`src/rtl/mem_access_unit.sv`:
```
// Memory access stage: picks a pointer as the RAM address and runs one read or
// write per MEMCtrl request edge. Read data lands in MEM_OUT with a rd_valid pulse.
module mem_access_unit #(
  parameter int ADDR_W      = 12,
  parameter int DATA_W      = 16,
  parameter int WAIT_CYCLES = 1
) (
  input  logic              clk,
  input  logic              rst_n,
  input  logic [1:0]        MEMCtrl,
  input  logic [1:0]        PCtrl,
  input  logic [ADDR_W-1:0] GSP_addr,
  input  logic [ADDR_W-1:0] RP_addr,
  input  logic [ADDR_W-1:0] CP_addr,
  input  logic [ADDR_W-1:0] STP_addr,
  input  logic [DATA_W-1:0] BUS_in,
  input  logic [DATA_W-1:0] ram_rdata,
  output logic [ADDR_W-1:0] ram_addr,
  output logic [DATA_W-1:0] ram_wdata,
  output logic              ram_re,
  output logic              ram_we,
  output logic [DATA_W-1:0] MEM_OUT,
  output logic              rd_valid,
  output logic              busy,
  output logic              overrun
);

  typedef enum logic [1:0] {IDLE, WR, RD_WAIT, RD_CAP} state_t;

  localparam logic [3:0] WAIT_INIT = 4'(WAIT_CYCLES);

  state_t                   state, state_d;
  logic [1:0]               req_prev;
  logic [3:0]               cnt, cnt_d;
  logic [3:0][ADDR_W-1:0]   ptr;
  logic                     is_rd, is_wr, req_edge;
  logic [ADDR_W-1:0]        addr_d;
  logic [DATA_W-1:0]        wdata_d, mem_out_d;
  logic                     re_d, we_d, rdv_d, busy_d, ovr_d;

  assign ptr      = {STP_addr, CP_addr, RP_addr, GSP_addr};
  assign is_rd    = (MEMCtrl == 2'b01);
  assign is_wr    = (MEMCtrl == 2'b10);
  // code 11 is neither read nor write, so it can never form an edge
  assign req_edge = (is_rd || is_wr) && (MEMCtrl != req_prev);

  always_ff @(posedge clk or negedge rst_n) begin
    if (!rst_n) begin
      state     <= IDLE;
      req_prev  <= 2'b00;
      cnt       <= 4'd0;
      ram_addr  <= '0;
      ram_wdata <= '0;
      ram_re    <= 1'b0;
      ram_we    <= 1'b0;
      MEM_OUT   <= '0;
      rd_valid  <= 1'b0;
      busy      <= 1'b0;
      overrun   <= 1'b0;
    end else begin
      state     <= state_d;
      req_prev  <= MEMCtrl;
      cnt       <= cnt_d;
      ram_addr  <= addr_d;
      ram_wdata <= wdata_d;
      ram_re    <= re_d;
      ram_we    <= we_d;
      MEM_OUT   <= mem_out_d;
      rd_valid  <= rdv_d;
      busy      <= busy_d;
      overrun   <= ovr_d;
    end
  end

  always_comb begin
    state_d   = state;
    cnt_d     = cnt;
    addr_d    = ram_addr;
    wdata_d   = ram_wdata;
    mem_out_d = MEM_OUT;
    re_d      = 1'b0;
    we_d      = 1'b0;
    rdv_d     = 1'b0;
    busy_d    = busy;
    // the busy-falling edge still counts as busy, so only IDLE accepts
    ovr_d     = overrun | (req_edge && (state != IDLE));
    case (state)
      IDLE: begin
        if (req_edge) begin
          addr_d = ptr[PCtrl];
          busy_d = 1'b1;
          if (is_rd) begin
            re_d    = 1'b1;
            cnt_d   = WAIT_INIT;
            state_d = RD_WAIT;
          end else begin
            wdata_d = BUS_in;
            we_d    = 1'b1;
            state_d = WR;
          end
        end
      end
      WR: begin
        busy_d  = 1'b0;
        state_d = IDLE;
      end
      RD_WAIT: begin
        cnt_d = cnt - 4'd1;
        if (cnt <= 4'd1) begin
          cnt_d   = 4'd0;
          state_d = RD_CAP;
        end
      end
      RD_CAP: begin
        mem_out_d = ram_rdata;
        rdv_d     = 1'b1;
        busy_d    = 1'b0;
        state_d   = IDLE;
      end
      default: state_d = IDLE;
    endcase
  end

endmodule

```
`config.mk`:
```
export PLATFORM = sky130hd
export DESIGN_NAME = mem_access_unit
export DESIGN_NICKNAME = d
export VERILOG_FILES = /design/src/rtl/mem_access_unit.sv
export SDC_FILE = /design/constraint.sdc
export NUM_CORES = 1
export LEC_CHECK = 0
export BUFFER_PORTS_ARGS = -buffer_cell sky130_fd_sc_hd__clkbuf_2
export CAP_MARGIN = 40
export CORE_UTILIZATION = 41
export CTS_CLUSTER_SIZE = 40
export DETAILED_ROUTE_END_ITERATION = 16
export HOLD_SLACK_MARGIN = 0.12
export PLACE_DENSITY = 0.77
export SETUP_SLACK_MARGIN = 0.5
export SYNTH_ARGS = -nofsm -noshare
export SYNTH_HDL_FRONTEND = slang
export SYNTH_SLANG_ARGS = --single-unit
```
`constraint.sdc`:
```
create_clock -name clk -period 1.4 [get_ports clk]
set_input_delay 0.28 -clock clk [delete_from_list [all_inputs] [get_ports clk]]
set_output_delay 0.28 -clock clk [all_outputs]
set_load 0.005 [all_outputs]
```
== Word level (Yosys, flattened, before mapping) ==
Index checks and enable logic that the tools add are counted.
Operators by class
  $add $sub $neg: 1
  multiply operators: 0
  div/mod/pow operators: 0
  magnitude comparators: 2
  equal/unequal tests: 9
  shifts and indexed selects: 0
  mux-type cells: 19
  bitwise gates (word level): 2
  reductions and logical operators: 13
Operators by type and width (count)
  12-bit binary-select mux with 2-bit select: 1
  12-bit 2-to-1 mux: 1
  4-bit 2-to-1 mux: 3
  1-bit 2-to-1 mux: 8
  4-bit case mux with 2 select lines: 1
  2-bit == test (second input constant): 3
  2-bit 2-to-1 mux: 3
  2-bit != test (second input constant): 3
  2-bit case mux with 3 select lines: 1
  2-bit AND reduction: 3
  3-bit AND reduction: 2
  2-bit nonzero test: 3
  2-bit by 1-bit == test with 1-bit output (second input constant): 2
  4-bit by 1-bit less-or-equal comparator with 1-bit output (second input constant): 1
  4-bit by 1-bit subtractor with 4-bit output (second input constant): 1
  2-bit by 3-bit less-than comparator with 1-bit output (second input constant): 1
  1-bit logical AND: 2
  2-bit logical NOT: 1
  2-bit != test: 1
  1-bit case mux with 2 select lines: 1
  2-bit OR reduction: 1
  1-bit logical OR: 1
  1-bit inverter: 1
  1-bit OR: 1
Storage, ports and cells
  flip-flop bits (word level): 57
  latch bits: 0
  bits in writable memories: 0
  bits in read-only memories: 0
  output and inout bits: 49
  memories: 0

== Longest topological paths before layout ==
Gate-level depths: netlist of the first run.
  depth after elaboration: 5
  mapped depth: 7

== Worst setup path before layout of the first run ==
Ideal clock, no wire load.
  kind: in2reg
  start: in MEMCtrl[1]
  end: reg ram_wdata[10]
  setup time: 125 ps
  arrival time: 1591 ps
  path slack: -316 ps
  cell stages on the path: 7
  path through: inv_1 > ha_1 > nor3_2 > o21ai_4 > nor2_8 > buf_12 > mux2_4
Between the ends
  cells in the longest elaborated chain, start to end: 4
  elaborated cells on any way between the ends: 7
  classes of those cells: eq/ne: 3; bitwise: 1; reduce/logical: 3
RTL lines
  start: declaration: RTL line 10  | input logic [1:0] MEMCtrl,
  2-bit by 1-bit == test with 1-bit output or 2-bit == test (tied branches): RTL line 42, 43
  1-bit logical OR: RTL line 45  | assign req_edge = (is_rd || is_wr) && (MEMCtrl != req_prev);
  1-bit logical AND: RTL line 45
  3-bit AND reduction (no line) (*)
  end signal: assignment: RTL line 65  | ram_wdata <= wdata_d;
  end: declaration: RTL line 19  | output logic [DATA_W-1:0] ram_wdata,
Mark *: on every way between the ends. The rest lies on a longest branch, timed or not.
A chain may end at the register's enable or synchronous reset.

== Worst setup path in the final report of the first run ==
  start: reg req_prev[1]
  end: reg ram_addr[8]
Between the ends
  cells in the longest elaborated chain, start to end: 3
RTL lines
  start: declaration: RTL line 33  | logic [1:0] req_prev;
  start signal: assignment: RTL line 62  | req_prev <= MEMCtrl;
  2-bit != test: RTL line 45
  1-bit logical AND: RTL line 45
  2-bit AND reduction (no line)
  end signal: assignment: RTL line 64  | ram_addr <= addr_d;
  end: declaration: RTL line 18  | output logic [ADDR_W-1:0] ram_addr,
Every way passes these cells.

==> results_dict.tcl, run 1 <==
set metrics [dict create \
    status "complete, but fails checks" \
    violations "setup timing" \
    synth_top_area_cell "dfrtp_1" \
    worst_pin_slew_ns 0.296 \
    dr_wl_met3_um 381 \
    yosysMostFrequentCell "dfrtp_1" \
    cellLeakagePower_uw 0.00209 \
    antenna_found_initial 0 \
    drive_gt1_share_pct 75.7 \
    syn_inst 161 \
    critPathMaxFanout 14 \
    timing.fmax_ghz 0.682 \
    crit_arrival_ns 1.67 \
    cts_max_level 3 \
    synthTopCellsByCount "dfrtp_1, mux2_2, mux4_2" \
    top_layer "met4" \
    pwr_density_cell_nw_per_um2 1910 \
    grt_pass1_vias 1989 \
    synthFlopType "dfrtp_1" \
    dr_wl_met2_um 2870 \
    drc 0 \
    pre_cts_ws_ns -0.315 \
    skew_ns 0.00970 \
    dpl.hpwl_um 3940 \
    ant_nets 0 \
    nets 429 \
    hold_start "MEMCtrl[1]" \
    wl_met1_um 2250 \
    via_count 2016 \
    cp_top_family "flip-flops" \
    cts_tree "yes" \
    grt_pass1_wl_um 8560 \
    setup.worst_path.class "reg2reg" \
    yosysUniqueCellTypes 32 \
    synth_fp_nets 250 \
    cts.sink_count 57 \
    core_area_um2 5990 \
    die-area_um2 6580 \
    p_total_uw 7710 \
    syn_to_final_growth_pct 57.0 \
    dieHeight_um 81.1 \
    hold_end "req_prev[1]$_DFF_PN0_" \
    setup_violations 37 \
    cp_slowest_cell "dfrtp_1" \
    wire_per_inst_um 13.2 \
    via_per_inst 4.80 \
    pwr-share-comb_pct 45.7 \
    clk_latency_ns 0.32 \
    clockBufferDepth 2 \
    yosysSeqAreaShare_pct 55.6 \
    required_ns 1.61 \
    firstDrtPassIters 2 \
    grt_max_degree 58 \
    syn_area_per_cell_um2 15.9 \
    slew_headroom_pct 80.3 \
    synthTopCellsByArea "dfrtp_1, mux2_2, mux4_2" \
    track_usage_pct 17.5 \
    finalWirelength_um 5550 \
    diodes 0 \
    p_int_uw 5410 \
    swShare_pct 29.8 \
    endpoint_kind "flip-flop" \
    yosys_warnings 0 \
    cts_root_buffer "clkbuf_8" \
    io_buffers 134 \
    async_reset_ff_share_pct 100 \
    synthesis.area_um2 2570 \
    io_pins 135 \
    p_sw_uw 2300 \
    final_core_util_pct 67.3 \
    whs_path_depth 1 \
    pwr-share-seq_pct 37.0 \
    cp-start-kind "flip-flop" \
    globalplace.congestion 0.790 \
    drt_iter0_markers 25 \
    path_cells "xor2_2 -> o21ai_4 -> buf_12 -> mux2_2" \
    slowest_delay_ns 0.39 \
    rows 28 \
    min_period_ns 1.47 \
    clkTransAtPathRegs_ns 0.06 \
    pwr-share-clk_pct 17.2 \
    synth_seq_cells 57 \
    path_buf_inv 1 \
    die_w_um 81.1 \
    r2r_cells 4 \
    reg2reg_from "req_prev[1]$_DFF_PN0_" \
    postLayoutSetupSlackWorst_ns -0.0655 \
    rsz0062_at_grt "yes" \
    synth_enable_flop_cells 0 \
    gr-total-overflow 0 \
    synth_top_cell_area_share_pct 55.6 \
    cts_buffers 9 \
    initial_core_util_pct 42.8 \
    r2r_end "ram_addr[8]$_DFFE_PN0P_" \
    rrSetupSlack_ns -0.07 \
    hold_violations 0 \
    irDropWorstVdd_mv 0.942 \
    slew_viol_final 0 \
    finalCritPeriodShare_pct 105 \
    hold_class "in2reg" \
    drv_cap 0 \
]
cell families after synthesis:
| group | synth area share, % |
|---|---|
| AOI/OAI and AO/OA | 3.41 |
| DFF | 55.6 |
| xor gates and xnor gates | 0.683 |
| adders and majority gates | 1.46 |
| muxes | 31.5 |
| buffers and inverters | 3.07 |
| and+or+nand+nor | 4.24 |
final cells by class:
type,count,area (um^2)
sequential,57,1430
fill,447,1960
tap,75,93.8
clock buffer,13,159
clock inverter,3,15.0
inverter,8,30.0
multi-input combinational,90,1200
timing repair buffer,174,1110
metal layers:
| metal | GRT usage [%] | vias up |
|---|---|---|
| met3 | 4.27 | 8 |
| met5 | 0 | - |
| li1 | - | 946 |
| met4 | 8.04 | 0 |
| met2 | 30.4 | 94 |
| met1 | 20.2 | 968 |
flip-flops by register name, summed over array words and instances, names as in the netlist:
signal	flops
MEM_OUT	16
ram_wdata	16
ram_addr	12
cnt	4
req_prev	2
state	2
busy	1
overrun	1
ram_re	1
ram_we	1
rd_valid	1
placed cells by master, fill, tap and decap left out, types with 2 or more instances in the layout:
| master | count |
|---|---|
| a211o_1 | 2 |
| buf_12 | 5 |
| buf_2 | 19 |
| buf_4 | 27 |
| buf_6 | 4 |
| clkbuf_1 | 2 |
| clkbuf_16 | 2 |
| clkbuf_2 | 115 |
| clkbuf_8 | 11 |
| clkinv_2 | 3 |
| dfrtp_1 | 57 |
| ha_4 | 2 |
| inv_1 | 4 |
| inv_2 | 4 |
| mux2_2 | 21 |
| mux2_4 | 23 |
| mux4_2 | 12 |
| nor2_1 | 5 |
| o21ai_0 | 2 |
| xor2_2 | 2 |
through the flow:
step | TNS, ns | instance area (um^2) | hold slack, ns | std cells
final | -1.52 | 4030 | 0.136 | 420
after global routing | -3.34 | 4030 | 0.126 | 420
after floorplan | -2.65 | 2630 | -0.0156 | 161
after detailed placement | -8.54 | 3490 | 0.307 | 378
after global placement | -7.67 | 3490 | 0.305 | 378
after CTS | -2.14 | 3840 | 0.121 | 407
power by group through the flow:
stage	Combinational [uW]	Sequential, uW	Clock, uW
after floorplan	1510	2890	0
after CTS	3130	2850	1370
after detailed placement	2740	2880	0
final	3520	2850	1330
after global routing	3860	2950	1450
after global placement	2650	2850	0
worst max-delay path by stage:
stage                                from                         to  slack [ns]  depth (start not counted)
finish              req_prev[1]$_DFF_PN0_    ram_addr[8]$_DFFE_PN0P_       -0.07                          4
global placement               MEMCtrl[1]   ram_wdata[4]$_DFFE_PN0P_       -0.28                          8
CTS                  state[1]$_DFFE_PN0P_   ram_wdata[2]$_DFFE_PN0P_       -0.09                          5
floorplan            state[0]$_DFFE_PN0P_  ram_wdata[10]$_DFFE_PN0P_       -0.16                          6
global route         state[1]$_DFFE_PN0P_   ram_wdata[4]$_DFFE_PN0P_       -0.11                          5
detailed placement             MEMCtrl[1]   ram_wdata[3]$_DFFE_PN0P_       -0.31                          8
timing repair:
item	CTS	global route
gates cloned	2	1
pin swaps	5	3
setup endpoints to repair	104	104
resized for setup	10	39
hold endpoints to repair	57	0
buffers inserted	10	12
hold buffers	1	0
Note: power is estimated with default switching activity, not from simulation.
==> run 2: changes to the inputs <==
--- a/config.mk
+++ b/config.mk
@@ -11,7 +11,7 @@
 export CTS_CLUSTER_SIZE = 40
 export DETAILED_ROUTE_END_ITERATION = 16
 export HOLD_SLACK_MARGIN = 0.12
-export PLACE_DENSITY = 0.77
+export PLACE_DENSITY = 0.75
 export SETUP_SLACK_MARGIN = 0.5
 export SYNTH_ARGS = -nofsm -noshare
 export SYNTH_HDL_FRONTEND = slang
==> constraint.sdc (replaced) <==
create_clock -name clk -period 1.3 [get_ports clk]
set_input_delay 0.26 -clock clk [delete_from_list [all_inputs] [get_ports clk]]
set_output_delay 0.26 -clock clk [all_outputs]
set_load 0.005 [all_outputs]
==> results_dict.tcl, run 2 (synthesis gave the netlist of run 1 again) <==
set metrics [dict create \
    status "complete, but fails checks" \
    violations "setup timing" \
    nets 441 \
    stdcell_area_um2 4130 \
    reg2reg_from "state[1]$_DFFE_PN0P_" \
    p_int_uw 6050 \
    drv_cap 0 \
    pwr-share-clk_pct 14.7 \
    cts.sink_count 57 \
    layoutNonFillerInstCount 430 \
    rows 28 \
    drc 0 \
    path_cells "nor3_4 -> o21ai_4 -> nor2_8 -> clkbuf_16 -> mux2_4" \
    via_per_inst 4.82 \
    critPathMaxFanout 7 \
    placed_cell_area_um2 3520 \
    irDropWorstVdd_mv 1.10 \
    cp_top_family "flip-flops" \
    die-area_um2 6580 \
    rrSetupSlack_ns -0.18 \
    cts_tree "yes" \
    track_usage_pct 18.0 \
    path_buf_inv 1 \
    core_area_um2 5990 \
    die_w_um 81.1 \
    syn_to_final_growth_pct 60.8 \
    finalCritPeriodShare_pct 114 \
    swShare_pct 29.7 \
    slew_viol_final 0 \
    layout_common_cells "clkbuf_2, dfrtp_1, buf_4" \
    clkTransAtPathRegs_ns 0.06 \
    drt_iter0_markers 44 \
    required_ns 1.50 \
    rsz0062_at_grt "yes" \
    skew_ns 0.00603 \
    grt_pass1_wl_um 8740 \
    grt_max_degree 58 \
    clk_latency_ns 0.32 \
    via_count 2071 \
    wire_per_inst_um 14.1 \
    cts_max_level 3 \
    finalWirelength_um 6070 \
    firstDrtPassIters 4 \
    fill_cells 434 \
    diodes 0 \
    clockBufferDepth 2 \
    antenna_found_initial 0 \
    hold_start "MEMCtrl[0]" \
    top_regs "MEM_OUT x16, ram_wdata x16, ram_addr x12" \
    postLayoutSetupSlackWorst_ns -0.180 \
    io_buffers 134 \
    min_period_ns 1.48 \
    gr-total-overflow 0 \
    hold_violations 0 \
    worst_pin_slew_ns 0.316 \
    hold_class "in2reg" \
    cts_buffers 9 \
    ant_nets 0 \
    timing.fmax_ghz 0.676 \
    pre_cts_ws_ns -0.379 \
    p_total_uw 8600 \
    dpl.hpwl_um 4180 \
    cp-start-kind "flip-flop" \
    holdWs_ns 0.148 \
    cp_slowest_cell "dfrtp_1" \
    initial_core_util_pct 42.8 \
    setup.worst_path.class "reg2reg" \
    dp_cells 382 \
    slew_headroom_pct 78.7 \
    r2r_end "ram_wdata[11]$_DFFE_PN0P_" \
    setup_violations 50 \
    r2r_cells 5 \
    final_common_cell "clkbuf_2" \
    pwr-share-seq_pct 35.9 \
    p_sw_uw 2550 \
    hold_end "req_prev[0]$_DFF_PN0_" \
    globalplace.congestion 0.809 \
    cts_root_buffer "clkbuf_8" \
    pwr-share-comb_pct 49.4 \
    dieHeight_um 81.1 \
    whs_path_depth 1 \
    cellLeakagePower_uw 0.00217 \
    slowest_delay_ns 0.42 \
    pwr_density_cell_nw_per_um2 2080 \
    drive_gt1_share_pct 75.8 \
    io_pins 135 \
    grt_pass1_vias 2114 \
    crit_arrival_ns 1.68 \
    endpoint_kind "flip-flop" \
]
## run 2: changes by cell type in the layout (fill, tap and decap cells not counted), sizes merged
cell / change
buf: +15
clkbuf: -3
clkinv: -2
## run 2: worst max path at each step
| stage | slack (ns) | end | start | depth (start not counted) |
|---|---|---|---|---|
| floorplan | -0.26 | ram_wdata[10]$_DFFE_PN0P_ | state[0]$_DFFE_PN0P_ | 6 |
| global route | -0.23 | ram_wdata[11]$_DFFE_PN0P_ | state[1]$_DFFE_PN0P_ | 5 |
| global placement | -0.34 | ram_addr[3]$_DFFE_PN0P_ | MEMCtrl[1] | 6 |
| finish | -0.18 | ram_wdata[11]$_DFFE_PN0P_ | state[1]$_DFFE_PN0P_ | 5 |
| CTS | -0.20 | ram_wdata[3]$_DFFE_PN0P_ | req_prev[0]$_DFF_PN0_ | 5 |
| detailed placement | -0.38 | ram_wdata[3]$_DFFE_PN0P_ | MEMCtrl[0] | 7 |
## run 2: cell type report
type                       count  area [um^2]  share of cell area [%]
clock buffer                  13          139                    3.37
tap                           75         93.8                    2.27
sequential                    57         1430                    34.6
clock inverter                 1         5.00                   0.121
timing repair buffer         186         1190                    29.0
inverter                       8         30.0                   0.728
multi-input combinational     90         1240                    30.0
## run 2: metrics by stage
stage | setup TNS, ns | util (%)
after detailed placement | -11.59 | 58.8
final | -5.35 | 68.9
after CTS | -6.41 | 63.7
after global placement | -10.25 | 58.8
after floorplan | -5.51 | -
after global routing | -7.71 | 68.9
## run 2: metal layers
metal / global-route usage [%] / vias up / part of all wire [%]
li1: - / 967 / -
met5: 0 / - / 0
met4: 6.96 / 0 / 0.71
met1: 18.6 / 996 / 40
met2: 33.9 / 103 / 53
met3: 4.94 / 5 / 6.7
## run 2: repair_timing
action / 4_1_cts / 5_1_grt
gates cloned: 1 / 2
resized for setup: 9 / 52
endpoints found under the hold margin: 57 / 0
endpoints found under the setup margin: 104 / 104
pin swaps: 3 / 4
hold buffers: 1 / 0
buffers inserted: 10 / 20
## run 2: power by group through the flow
stage,clock (uW),combinational [uW],sequential (uW)
2_1_floorplan,0,1620,3110
3_3_place_gp,0,2930,3050
3_5_place_dp,0,3030,3090
4_1_cts,1310,3380,3070
5_1_grt,1400,4590,3180
6_report,1270,4250,3080
